[src/rtl/imem_loader.sv]
// imem_loader: host-side writer for the byte-wide instruction memory.
// Takes 32-bit words from a valid/ready stream and writes each one as four big-endian
// bytes (one per cycle) starting at a word-aligned base address. The datapath is held in
// reset (cpu_reset_o low) until a load finishes cleanly.
// Optional feature macro: IMEM_LOADER_CHECKSUM_EN adds checksum_o, the mod-2^32 sum of the
// words accepted since the last accepted start.
module imem_loader #(
  parameter int unsigned MemBytes = 101,
  parameter int unsigned AddrW    = 32
) (
  input  logic             clk_i,
  input  logic             rst_ni,
  input  logic             start_i,
  input  logic [AddrW-1:0] base_addr_i,
  input  logic             in_valid_i,
  output logic             in_ready_o,
  input  logic [31:0]      in_data_i,
  input  logic             in_last_i,
  output logic             mem_we_o,
  output logic [AddrW-1:0] mem_addr_o,
  output logic [7:0]       mem_wdata_o,
  output logic             cpu_reset_o,
  output logic             done_o,
  output logic             error_o
`ifdef IMEM_LOADER_CHECKSUM_EN
  ,
  output logic [31:0]      checksum_o
`endif
);

  typedef enum logic [2:0] {
    StIdle,
    StWaitWord,
    StWrite,
    StDone,
    StErr
  } state_e;

  // Highest legal byte address, widened so the end-of-word compare cannot wrap.
  localparam logic [AddrW:0] LastByte = (AddrW + 1)'(MemBytes - 1);

  state_e           state_q;
  logic [AddrW-1:0] addr_q;
  logic [1:0]       k_q;
  logic [31:0]      word_q;
  logic             last_q;
  logic             in_ready_q;
  logic             mem_we_q;
  logic [AddrW-1:0] mem_addr_q;
  logic [7:0]       mem_wdata_q;
  logic             cpu_reset_q;
  logic             done_q;
  logic             error_q;
`ifdef IMEM_LOADER_CHECKSUM_EN
  logic [31:0]      checksum_q;
`endif

  logic             start_aligned;
  logic             go_load;
  logic             go_err;
  logic             accept;
  logic             overflow;
  logic [AddrW:0]   word_end;
  logic [AddrW-1:0] byte_addr;
  logic [7:0]       byte_sel;

  // Decode start handling, word acceptance, overflow and the current big-endian byte.
  always_comb begin
    start_aligned = start_i && (base_addr_i[1:0] == 2'b00);
    // A start is honoured only when no load is in flight.
    go_load  = start_aligned && (state_q inside {StIdle, StDone, StErr});
    go_err   = start_i && !start_aligned && (state_q inside {StIdle, StDone});
    accept   = (state_q == StWaitWord) && in_ready_q && in_valid_i;
    word_end = {1'b0, addr_q} + (AddrW + 1)'(3);
    overflow = word_end > LastByte;
    byte_addr = addr_q + AddrW'(k_q);
    byte_sel  = 8'h00;
    unique case (k_q)
      2'd0: byte_sel = word_q[31:24];
      2'd1: byte_sel = word_q[23:16];
      2'd2: byte_sel = word_q[15:8];
      2'd3: byte_sel = word_q[7:0];
      default: byte_sel = 8'h00;
    endcase
  end

  // Loader FSM; every output is a register updated alongside the state.
  always_ff @(posedge clk_i) begin
    if (!rst_ni) begin
      state_q     <= StIdle;
      addr_q      <= '0;
      k_q         <= '0;
      word_q      <= '0;
      last_q      <= 1'b0;
      in_ready_q  <= 1'b0;
      mem_we_q    <= 1'b0;
      mem_addr_q  <= '0;
      mem_wdata_q <= '0;
      cpu_reset_q <= 1'b0;
      done_q      <= 1'b0;
      error_q     <= 1'b0;
`ifdef IMEM_LOADER_CHECKSUM_EN
      checksum_q  <= '0;
`endif
    end else begin
      mem_we_q <= 1'b0;
      if (go_load) begin
        state_q     <= StWaitWord;
        addr_q      <= base_addr_i;
        in_ready_q  <= 1'b1;
        cpu_reset_q <= 1'b0;
        done_q      <= 1'b0;
        error_q     <= 1'b0;
`ifdef IMEM_LOADER_CHECKSUM_EN
        checksum_q  <= '0;
`endif
      end else if (go_err) begin
        state_q     <= StErr;
        in_ready_q  <= 1'b0;
        cpu_reset_q <= 1'b0;
        done_q      <= 1'b0;
        error_q     <= 1'b1;
      end else begin
        unique case (state_q)
          StWaitWord: begin
            if (accept) begin
              word_q     <= in_data_i;
              last_q     <= in_last_i;
              in_ready_q <= 1'b0;
              k_q        <= 2'd0;
`ifdef IMEM_LOADER_CHECKSUM_EN
              checksum_q <= checksum_q + in_data_i;
`endif
              if (overflow) begin
                // The whole word is rejected: none of its bytes reach memory.
                state_q <= StErr;
                error_q <= 1'b1;
              end else begin
                state_q <= StWrite;
              end
            end
          end
          StWrite: begin
            mem_we_q    <= 1'b1;
            mem_addr_q  <= byte_addr;
            mem_wdata_q <= byte_sel;
            k_q         <= k_q + 2'd1;
            if (k_q == 2'd3) begin
              addr_q <= addr_q + AddrW'(4);
              if (last_q) begin
                state_q     <= StDone;
                done_q      <= 1'b1;
                cpu_reset_q <= 1'b1;
              end else begin
                state_q    <= StWaitWord;
                in_ready_q <= 1'b1;
              end
            end
          end
          StIdle, StDone, StErr: ;
          default: state_q <= StIdle;
        endcase
      end
    end
  end

  assign in_ready_o  = in_ready_q;
  assign mem_we_o    = mem_we_q;
  assign mem_addr_o  = mem_addr_q;
  assign mem_wdata_o = mem_wdata_q;
  assign cpu_reset_o = cpu_reset_q;
  assign done_o      = done_q;
  assign error_o     = error_q;
`ifdef IMEM_LOADER_CHECKSUM_EN
  assign checksum_o  = checksum_q;
`endif

endmodule

[config.mk]
export PLATFORM = sky130hd
export DESIGN_NAME = imem_loader
export DESIGN_NICKNAME = d
export VERILOG_FILES = /design/src/rtl/imem_loader.sv
export SDC_FILE = /design/constraint.sdc
export NUM_CORES = 1
export LEC_CHECK = 0
export ABC_AREA = 1
export BUFFER_PORTS_ARGS = -buffer_cell sky130_fd_sc_hd__buf_4
export CORE_ASPECT_RATIO = 0.5
export CORE_UTILIZATION = 45
export CTS_BUF_LIST = sky130_fd_sc_hd__clkbuf_2
export DETAILED_ROUTE_END_ITERATION = 10
export GPL_ROUTABILITY_DRIVEN = 0
export PLACE_DENSITY = 0.66
export SETUP_SLACK_MARGIN = 0.3
export SLEW_MARGIN = 10
export SYNTH_ARGS = -nofsm -noshare
export SYNTH_HDL_FRONTEND = slang
export SYNTH_SLANG_ARGS = --single-unit
export TNS_END_PERCENT = 20
[constraint.sdc]
create_clock -name clk_i -period 4.44 [get_ports clk_i]
set_clock_uncertainty 0.1 [all_clocks]
set_input_delay 0.666 -clock clk_i [delete_from_list [all_inputs] [get_ports clk_i]]
set_output_delay 0.666 -clock clk_i [all_outputs]
set_load 0.01 [all_outputs]
Word-level counts from Yosys, hierarchy flattened
Index checks and enable logic that the tools add are counted.

Bits in registers: 114. Input bits: 69. Output and inout bits: 45. Word-level logic and storage cells: 96.

$add $sub $neg: 4. Magnitude comparators: 1. Equal/unequal tests: 17. Mux-type cells: 25. Bitwise operators: 4. Reductions and logical operators: 32.

Operator list (count): $mux W32 (4); $add A32 B2 Y33 const B (1); $gt A33 B7 Y1 const B (1); $add A32 B2 Y32 (1); $add A32 B3 Y32 const B (1); $pmux W8 S4 (1); $reduce_and A3 Y1 (7); $reduce_bool A2 Y1 (7); $mux W3 (4); $ne A4 B4 Y1 const B (3); $reduce_and A4 Y1 (3); $mux W1 (11); $ne A3 B3 Y1 const B (3); $pmux W3 S3 (1); $ne A2 B2 Y1 const B (4); $eq A3 B2 Y1 const B (2); $logic_and A1 B1 Y1 (6); $reduce_or A3 Y1 (2); $eq A2 B2 Y1 const B (2); $logic_not A2 Y1 (2); $mux W2 (2); $not A1 Y1 (4); $pmux W2 S2 (1); $reduce_bool A4 Y1 (1); 9 further kinds (9).

Longest topological paths before layout
Gate-level depths: netlist (run 1).

Depth in word-level cells: 7. Gate-level depth with buffers: 16. Gate-level depth less buffers: 15.

Least setup slack after synthesis (run 1)
No wires, ideal clock.

Kind: reg-to-reg. From: reg k_q[0]. To: reg mem_addr_q[24] (netlist: mem_addr_o[24]). Setup time: 0.116 ns. Arrival: 2.091 ns. Required time: 4.224 ns. Path slack: 2.132 ns. Cell stages (with the launch flop): 15. Buffers on the path: 0. Clock period less this slack: 2.308 ns. Cell sequence: dfxtp_1 -> ha_1 -> inv_1 -> fa_1 -> nor2_1 -> inv_1 -> nor2_1 -> inv_1 -> nor2_1 -> nand2_1 -> nor2_1 -> xor2_1 -> nand2_1 -> o211ai_1 -> inv_1.

Word-level cells in the longest chain between the ends: 1.

Ends and longest elaborated chain: start: declaration (RTL line 44) `logic [1:0] k_q;`; start signal: assignment (RTL line 147) `k_q <= k_q + 2'd1;`; $add A32 B2 Y32 (RTL line 76) `byte_addr = addr_q + AddrW'(k_q);`; end signal: assignment (RTL line 145) `mem_addr_q <= byte_addr;`; end: declaration (RTL line 49) `logic [AddrW-1:0] mem_addr_q;`.

No other way between the ends. A chain may end at the register's enable or synchronous reset.

Worst setup path in the final report (run 1)
From: reg addr_q[2]. To: reg state_q[1].

Word-level cells in the longest chain between the ends: 5.

Ends and longest elaborated chain: start: declaration (RTL line 43) `logic [AddrW-1:0] addr_q;`; start signal: assignment (RTL line 109) `addr_q <= base_addr_i;`; start signal: assignment (RTL line 149) `addr_q <= addr_q + AddrW'(4);`; $add A32 B2 Y33 (RTL line 74) `word_end = {1'b0, addr_q} + (AddrW + 1)'(3);`; $gt A33 B7 Y1 (RTL line 75) `overflow = word_end > LastByte;`; $mux W3 (RTL line 134) `if (overflow) begin`; $mux W3 (RTL line 126) `if (accept) begin`; $pmux W3 S3 (RTL line 124) `unique case (state_q)`; end signal: assignment (RTL line 90) `state_q <= StIdle;`; end signal: assignment (RTL line 136) `state_q <= StErr;`; end signal: assignment (RTL line 139) `state_q <= StWrite;`; end: declaration (RTL line 42) `state_e state_q;`.

No other way between the ends. The select of a mux whose other input is x is not followed.

==> impl_metrics.toml, run 1 <==
[final_layout]
fillerInstances = 1434
syn2layout_area_growth_pct = 17.00
antenna-diode-count = 0
fin_nets = 1183
drive_above_1_share = 0.1653
fin_cells = 1311
final_area_um2 = 7740
final_util = 0.5558

[yosys]
synth.area.top_cells = "dfxtp_1, nand2_1, nor2_1"
synth.most_common_cell = "nand2_1"
netlist_area_um2 = 6615
synth-main-ff-cell = "dfxtp_1"
synth_top_area_frac = 0.3450
yosysTopAreaCell = "dfxtp_1"
synthTopCellsByCount = "nand2_1, nor2_1, dfxtp_1"
synth_cell_types = 45
yosysSeqAreaShare = 0.3450
synth_edf_count = 0
syn_avg_cell_area_um2 = 6.479
ys_async_sr_fraction = 0
postSynthCellCount = 1021
ys_ff_latch = 114
yosys_warnings = 0
synth.net_count = 1098

[clock_network]
clk_latency_ns = 0.72
htreeDepth = 4
clock_sinks = 114
cts_buffer_depth = 2
cts_tree = "built"
cts_buffers = 17
root_buffer = "clkbuf_2"
postCtsHoldBufs = 0
cts_setup_buffers = 0
clk_pin_slew_ns = 0.21
ctsResizeCount = 0

[pwr]
swShare = 0.3068
intPower_mw = 1.327
finalPower_mw = 1.914
power_density_nw_per_um2 = 247.3
power_leakage_nw = 3.199
comb_power_share = 0.088
p_clk_frac = 0.357
ir_drop_mv = 0.1144
switchingPower_mw = 0.5873
pwr-share-seq = 0.554

[global_routing]
grt_pass1_wl_mm = 33.39
use_met3 = 0.07639
grt_max_degree = 82
grt_pass1_vias = 6376
met1_usage = 0.4078
grt_busiest_layer = "met2"
overflow = 0
antenna_found_initial = 0
grt_util_met2 = 0.4166
grt_usage = 0.2838

[status]
status = "finished, final reports clean"

[drt]
viasPerCell = 5.395
postRouteAntennaNets = 0
finalWirelength_mm = 21.10
drt_iter0_drc = 696
vias = 7073
wire_per_inst_um = 16.10
drc = 0
drt-pass1-iter-count = 5

[sta]
setup_ws_ns = 1.675
slew_headroom = 0.2487
tns_ns = 0
setup_viol = 0
whs_ns = 0.07814
rsz0062_at_grt = "no"
tightest_slew_ns = 1.126
period_minus_slack_ns = 2.765
max_freq_mhz = 361.6
hold_viol = 0
finalMaxSlewViolations = 0
post-route-period-util = 0.6228

[floorplan]
rows = 30
fp.coreArea_um2 = 13930
die_x_um = 173.5
die_area_um2 = 15220
initial_core_util = 0.4750
die_h_um = 87.74
ioPinCount = 114

[critical_path]
path_max_fanout = 8
r2r_slack_ns = 1.67
start_kind = "flop"
arrival_ns = 3.31
path_class = "flop to flop"
r2r-end = "state_q[1]"
worstPathRequired_ns = 4.99
rr_worst_depth = 11
endpoint_kind = "flop"
r2r_start = "addr_q[2]"

[hold_path]
hold_start = "in_data_i[15]"
min_to = "word_q[15]"
hp-class = "primary input to flop"
hold-path-cell-count = 3

[place]
pre_cts_ws_ns = 1.641
io_buffers = 113
place_area_um2 = 7516
dp.cells = 1279
dp_hpwl_mm = 15.90

[job]
max_cap_viol_count = 0
metal layers:
metal,part of all wire,up-vias
li1,-,3502
met1,0.48,3192
met2,0.40,334
met3,0.11,45
met4,0.017,0
met5,0,-
placed cells by master, fill, tap and decap left out, drive strengths merged, types with 2 or more instances in the layout:
| cell type | synthesis | routed |
|---|---|---|
| nand2 | 247 | 247 |
| xor2 | 28 | 28 |
| a31oi | 6 | 6 |
| nand4 | 5 | 5 |
| nand3b | 3 | 3 |
| a211oi | 8 | 8 |
| xnor2 | 2 | 2 |
| nand3 | 58 | 58 |
| o211ai | 27 | 27 |
| o221ai | 7 | 7 |
| clkinvlp | 0 | 2 |
| a221oi | 2 | 2 |
| nor3 | 11 | 11 |
| ha | 7 | 7 |
| nor2 | 163 | 163 |
| o21ai | 97 | 97 |
| o31ai | 4 | 4 |
| clkbuf | 34 | 18 |
| buf | 18 | 118 |
| o22ai | 2 | 2 |
| o21bai | 5 | 5 |
| clkinv | 0 | 8 |
| nor4 | 2 | 2 |
| a21oi | 49 | 49 |
| dfxtp | 114 | 114 |
| inv | 113 | 116 |
power by group through the flow:
| stage | registers, mW | logic [mW] | clock network, mW |
|---|---|---|---|
| after floorplan | 1.07 | 0.0960 | 0 |
| after global placement | 1.08 | 0.165 | 0 |
| after detailed placement | 1.08 | 0.166 | 0 |
| after CTS | 1.06 | 0.167 | 0.686 |
| after global routing | 1.06 | 0.186 | 0.735 |
| final | 1.06 | 0.169 | 0.684 |
cell families after synthesis:
family | Yosys count | synth area share
compound gates | 213 | 0.1884
xor+xnor | 30 | 0.03972
fa+ha+maj | 8 | 0.01627
buf+inv | 165 | 0.09816
flops | 114 | 0.3450
simple gates | 491 | 0.3125
cell type report:
cell class / instances / area [um^2] / area share
clock buffers: 18 / 90.09 / 0.01164
multi-input cells: 742 / 3684 / 0.4759
repair buffers: 118 / 885.9 / 0.1145
well taps: 192 / 240.2 / 0.03104
clock inverters: 14 / 133.9 / 0.01730
flip-flops and latches: 114 / 2282 / 0.2949
inverters: 113 / 424.2 / 0.05480
worst max path at each step:
stage / start / end / slack [ns] / depth (start not counted)
after floorplan: k_q[0] / mem_addr_o[24] / 2.13 / 14
after global placement: base_addr_i[0] / addr_q[14] / 1.74 / 9
after detailed placement: rst_ni / mem_addr_o[20] / 1.64 / 7
after CTS: k_q[0] / mem_addr_o[24] / 1.72 / 14
after global routing: k_q[1] / addr_q[14] / 1.47 / 7
final: addr_q[2] / state_q[1] / 1.67 / 11
critical path, cell delays in order, from the launching register on:
cell	delay, ns
dfxtp_1	0.59
ha_1	0.34
inv_1	0.08
nor2_1	0.17
nand2_1	0.14
nor2_2	0.21
nand3_1	0.11
nand2_1	0.12
nand3_1	0.12
nor3_2	0.38
nand3_1	0.20
a21oi_2	0.15
registers in the layout (all words and copies together), names as in the netlist:
name	flops
mem_we_o	1
state_q	3
in_ready_o	1
done_o	1
error_o	1
mem_addr_o	32
word_q	32
last_q	1
mem_wdata_o	8
addr_q	32
k_q	2
Note: power is estimated with default switching activity, not from simulation.
==> run 2: changes to the inputs <==
Settings changed: ABC_AREA 1 to 0, PLACE_DENSITY 0.66 to 0.67.
Clock period 4.44 ns to 2.65 ns, I/O delays scaled along.
==> run 2 against run 1 <==
Effect of this change: the run now ends with design-rule violations left; clock power grew 75%; synthesized area shrank 9.3%; global-route usage shrank 2.1 points; largest power group unchanged; total power grew 78%; flip-flop and latch count is the same; final cell count shrank 12%; non-clock buffer count grew 133; die area shrank 9.2%; utilization grew 11 points; via count shrank 12%.
==> impl_metrics.toml, run 2 <==
[status]
status = "finished, violations left"
violations = "design-rule violations"

[pwr]
power_density_nw_per_um2 = 398.4
ir_drop_mv = 0.2101
finalPower_mw = 3.413
power_leakage_nw = 3.166

[sta]
tns_ns = 0
post-route-period-util = 0.9219
slew_headroom = 0.5036
period_minus_slack_ns = 2.443
finalMaxSlewViolations = 0
tightest_slew_ns = 0.7342
max_freq_mhz = 409.3
setup_viol = 0
hold_viol = 0
rsz0062_at_grt = "yes"

[clock_network]
cts_tree = "built"
cts_buffers = 17
root_buffer = "clkbuf_2"
clk_pin_slew_ns = 0.21
clock_sinks = 114
clk_latency_ns = 0.68
cts_buffer_depth = 2
htreeDepth = 4

[drt]
drt-pass1-iter-count = 10
finalWirelength_mm = 17.68
vias = 6211
wire_per_inst_um = 15.32
drc = 10
postRouteAntennaNets = 0
viasPerCell = 5.382
drt_iter0_drc = 465

[floorplan]
initial_core_util = 0.4669
die_x_um = 165.3
die_h_um = 83.63
die_area_um2 = 13820
fp.coreArea_um2 = 12840
rows = 29
ioPinCount = 114

[critical_path]
path_class = "flop to flop"
r2r_slack_ns = 0.21
endpoint_kind = "flop"
start_kind = "flop"
worstPathRequired_ns = 3.15
arrival_ns = 2.94
path_max_fanout = 4

[yosys]
yosysTopAreaCell = "dfxtp_1"
yosys_warnings = 0
synth_edf_count = 0
synth-main-ff-cell = "dfxtp_1"
yosysSeqAreaShare = 0.3806
syn_avg_cell_area_um2 = 7.819
synth.most_common_cell = "nand2_1"
ys_async_sr_fraction = 0
synth_cell_types = 57
synth.area.top_cells = "dfxtp_1, nand2_1, a211oi_1"
postSynthCellCount = 767
netlist_area_um2 = 5997
synth_top_area_frac = 0.3806
synthTopCellsByCount = "nand2_1, dfxtp_1, nor2_1"
synth.net_count = 844
ys_ff_latch = 114

[final_layout]
syn2layout_area_growth_pct = 42.85
drive_above_1_share = 0.3039
fin_nets = 1048
antenna-diode-count = 0
final_util = 0.6670
most-common-layout-cells = "buf_4, nand2_1, nor2_1, dfxtp_1, dlygate4sd3_1"
final_common_cell = "buf_4"

[job]
max_cap_viol_count = 0

[global_routing]
antenna_found_initial = 0
grt_pass1_vias = 6042
overflow = 0
grt_max_degree = 63
grt_pass1_wl_mm = 28.93
grt_usage = 0.2631

[place]
io_buffers = 113
dp_hpwl_mm = 11.37

[hold_path]
hp-class = "primary input to flop"
run 2: changes by cell type after synthesis, moves of 24 or more:
cell and delta:
nand2_1 -101, inv_1 -99, o21ai_0 -72, nor2_1 -54, a211oi_1 +53, nand3_1 -44, xnor2_1 +36, o211ai_1 -24
run 2: cell type report:
type	count	area, um^2
sequential	114	2360
fill	1104	4278
inverter	8	30.03
multi-input combinational	579	3616
clock inverter	15	157.7
timing repair buffer	251	2106
tap	170	212.7
clock buffer	17	85.08
run 2: power by group:
group	internal [mW]	total, mW	switching, mW	leakage [nW]
combinational	0.250	0.418	0.169	2.09
sequential	1.74	1.80	0.0575	0.939
clock	0.440	1.20	0.757	0.139
run 2: layer usage:
layer  part of all wire  track usage  up-vias
li1                   -            -     3067
met1               0.43       0.3182     2878
met2               0.49       0.4583      217
met3              0.056      0.05961       49
met4              0.024      0.08590        0
met5                  0            0        -
run 2: path summary, 6_finish.rpt:
path,from,endpoint,cells past startpoint
setup reg to reg,addr_q[0],mem_addr_o[26],8
hold / removal,in_valid_i,state_q[0],5
hold reg to reg,mem_wdata_o[2],mem_wdata_o[2],2
setup / recovery,addr_q[0],mem_addr_o[26],8
run 2: critical path, cell delays in order, from the launching register on:
cell	delay [ns]
dfxtp_4	0.40
ha_2	0.17
inv_1	0.06
fa_2	0.44
nor4_2	0.42
and2_1	0.26
nor2b_1	0.19
xnor2_1	0.09
a211oi_1	0.22
run 2: logic make-up after synthesis:
| group | synth area share |
|---|---|
| AND/OR/NAND/NOR | 0.2618 |
| AO/OA/AOI/OAI | 0.1776 |
| flip-flops | 0.3806 |
| buffers and inverters | 0.05383 |
| XOR/XNOR | 0.1066 |
| adder cells (fa/ha/maj) | 0.01794 |
| multiplexers | 0.001669 |
run 2: what timing repair did:
| action | 4_1_cts | 5_1_grt |
|---|---|---|
| hold buffers | 64 | 0 |
| setup endpoints to repair | 22 | 26 |
| endpoints found under the hold margin | 65 | 0 |
| buffers inserted | 17 | 11 |
| pin swaps | 16 | 14 |
| resized for setup | 66 | 24 |
run 2: stage by stage:
step / setup WS [ns] / cell area [um^2] / hold slack (ns) / std cells
floorplan: 0.2899 / 6008 / 0.3357 / 767
global placement: 0.07997 / 7182 / 0.3418 / 1030
detailed placement: 0.004255 / 7182 / 0.3454 / 1030
CTS: 0.2467 / 8378 / 0.03259 / 1143
global route: 0.09732 / 8567 / 0.06138 / 1154
finish: 0.2070 / 8567 / 0.08959 / 1154
==> run 3: changes to the inputs <==
Settings changed: CELL_PAD_IN_SITES_DETAIL_PLACEMENT from default to 0, CELL_PAD_IN_SITES_GLOBAL_PLACEMENT from default to 1, CORE_UTILIZATION 45 to 42, PLACE_DENSITY 0.67 to 0.82, SLEW_MARGIN 10 to default.
==> run 3 against run 2 <==
Effect of this change: the flow now finishes without violations; setup slack worse by 0.13 ns; total power decreased by 2.0%; clock-buffer cell count unchanged; final area grew 1.8%; hold slack gained 0.0047 ns; flip-flop and latch count unchanged; die area is 7.0% higher; via count up 0.89%; critical path depth is the same; fmax fell by 5.0%; largest power group unchanged.
==> impl_metrics.toml, run 3 (synthesized netlist as in run 2, its figures left out) <==
[pwr]
ir_drop_mv = 0.2596
power_leakage_nw = 3.256
power_density_nw_per_um2 = 383.5

[sta]
setup_ws_ns = 0.07970
tightest_slew_ns = 0.8186
setup_viol = 0
rsz0062_at_grt = "yes"
hold_viol = 0
max_freq_mhz = 389.1
post-route-period-util = 0.9699
period_minus_slack_ns = 2.570
slew_headroom = 0.4466
finalMaxSlewViolations = 0

[hold_path]
hold-path-cell-count = 5
hp-class = "primary input to flop"
hold_start = "in_valid_i"
min_to = "state_q[0]"

[critical_path]
arrival_ns = 3.04
r2r_slack_ns = 0.08
start_kind = "flop"
path_class = "flop to flop"
worstPathRequired_ns = 3.12
endpoint_kind = "flop"
r2r_start = "addr_q[9]"
r2r-end = "error_o"
rr_worst_depth = 8
path_max_fanout = 6

[global_routing]
grt_pass1_vias = 5935
overflow = 0
grt_usage = 0.2528
grt_max_degree = 73
antenna_found_initial = 1
grt_pass1_wl_mm = 29.17

[floorplan]
initial_core_util = 0.4365
ioPinCount = 114
die_x_um = 171.0
die_area_um2 = 14790
rows = 30
die_h_um = 86.50
fp.coreArea_um2 = 13740

[clock_network]
cts_tree = "built"
root_buffer = "clkbuf_2"
clk_latency_ns = 0.68
htreeDepth = 4
cts_buffers = 17
cts_buffer_depth = 2
clock_sinks = 114
clk_pin_slew_ns = 0.21

[drt]
wire_per_inst_um = 15.48
drt-pass1-iter-count = 6
drt_iter0_drc = 400
postRouteAntennaNets = 0
vias = 6266
drc = 0
viasPerCell = 5.230
finalWirelength_mm = 18.54

[final_layout]
fillerInstances = 1245
syn2layout_area_growth_pct = 45.44
most-common-layout-cells = "buf_4, nand2_1, nor2_1, dfxtp_1, dlygate4sd3_1"
fin_cells = 1198
fin_nets = 1069
final_common_cell = "buf_4"
drive_above_1_share = 0.3234

[place]
pre_cts_ws_ns = -0.1164
dp.cells = 1070
io_buffers = 113
dp_hpwl_mm = 12.28

[job]
max_cap_viol_count = 0

[status]
status = "finished, final reports clean"
==> run 3: cell types whose count changed in the layout (fill, tap and decap cells not counted), sizes merged <==
cell,before,now
clkinv,6,8
clkinvlp,3,1
inv,12,13
buf,187,208
diode,0,1
bufinv,2,1
==> run 3: repair_timing <==
item | in CTS | in global routing
pin swaps | 15 | 21
hold buffers | 64 | 0
endpoints found under the setup margin | 30 | 28
resized for setup | 62 | 40
hold endpoints to repair | 65 | 0
setup buffers | 15 | 16
==> run 3: layout make-up <==
cell class                      count  area (um^2)  share of cell area
Timing Repair Buffer              272         2245              0.2574
Multi-Input combinational cell    579         3632              0.4164
Clock inverter                     15        131.4             0.01506
Inverter                            8        30.03            0.003443
Clock buffer                       17        85.08            0.009755
Tap cell                          192        240.2             0.02754
Sequential cell                   114         2356              0.2701
Antenna cell                        1        2.502           0.0002869
==> run 3: metal layers <==
| metal | vias to the layer above | GRT usage | wire [um] | part of all wire |
|---|---|---|---|---|
| met5 | - | 0 | 0 | 0 |
| met4 | 0 | 0.07792 | 321 | 0.017 |
| met3 | 39 | 0.05434 | 1067 | 0.058 |
| met2 | 217 | 0.4309 | 8806 | 0.47 |
| met1 | 2899 | 0.3217 | 8345 | 0.45 |
| li1 | 3111 | - | - | - |
==> run 3: worst max-delay path by stage <==
stage / startpoint / to / cells past startpoint
finish: addr_q[9] / error_o / 8
global route: addr_q[6] / state_q[1] / 11
CTS: addr_q[3] / error_o / 10
detailed placement: addr_q[17] / error_o / 10
global placement: addr_q[13] / state_q[2] / 10
floorplan: addr_q[26] / error_o / 9
==> run 3: through the flow <==
step                setup TNS (ns)  hold WS (ns)    util  power (mW)  instance area (um^2)
finish                           0       0.09431  0.6349       3.345                  8722
global route                     0       0.06957  0.6349       3.490                  8722
CTS                              0       0.06365  0.6148       3.354                  8447
detailed placement         -0.3277        0.3460  0.5319       2.153                  7307
global placement           -0.2644        0.3417  0.5319       2.153                  7307
floorplan                        0        0.3357       -       1.994                  6008
==> run 3: where the power goes <==
part / switching (mW) / internal (mW) / total, mW
clock: 0.767 / 0.348 / 1.11
sequential: 0.0483 / 1.74 / 1.79
combinational: 0.183 / 0.258 / 0.441
==> run 3: critical path: stages (launching register included) <==
cell and delay [ns]:
dfxtp_4 0.41, buf_4 0.17, nand2_1 0.12, nor4_1 0.48, a31oi_1 0.23, a2111oi_2 0.44
nor4b_2 0.29, buf_4 0.18, o21ai_1 0.07
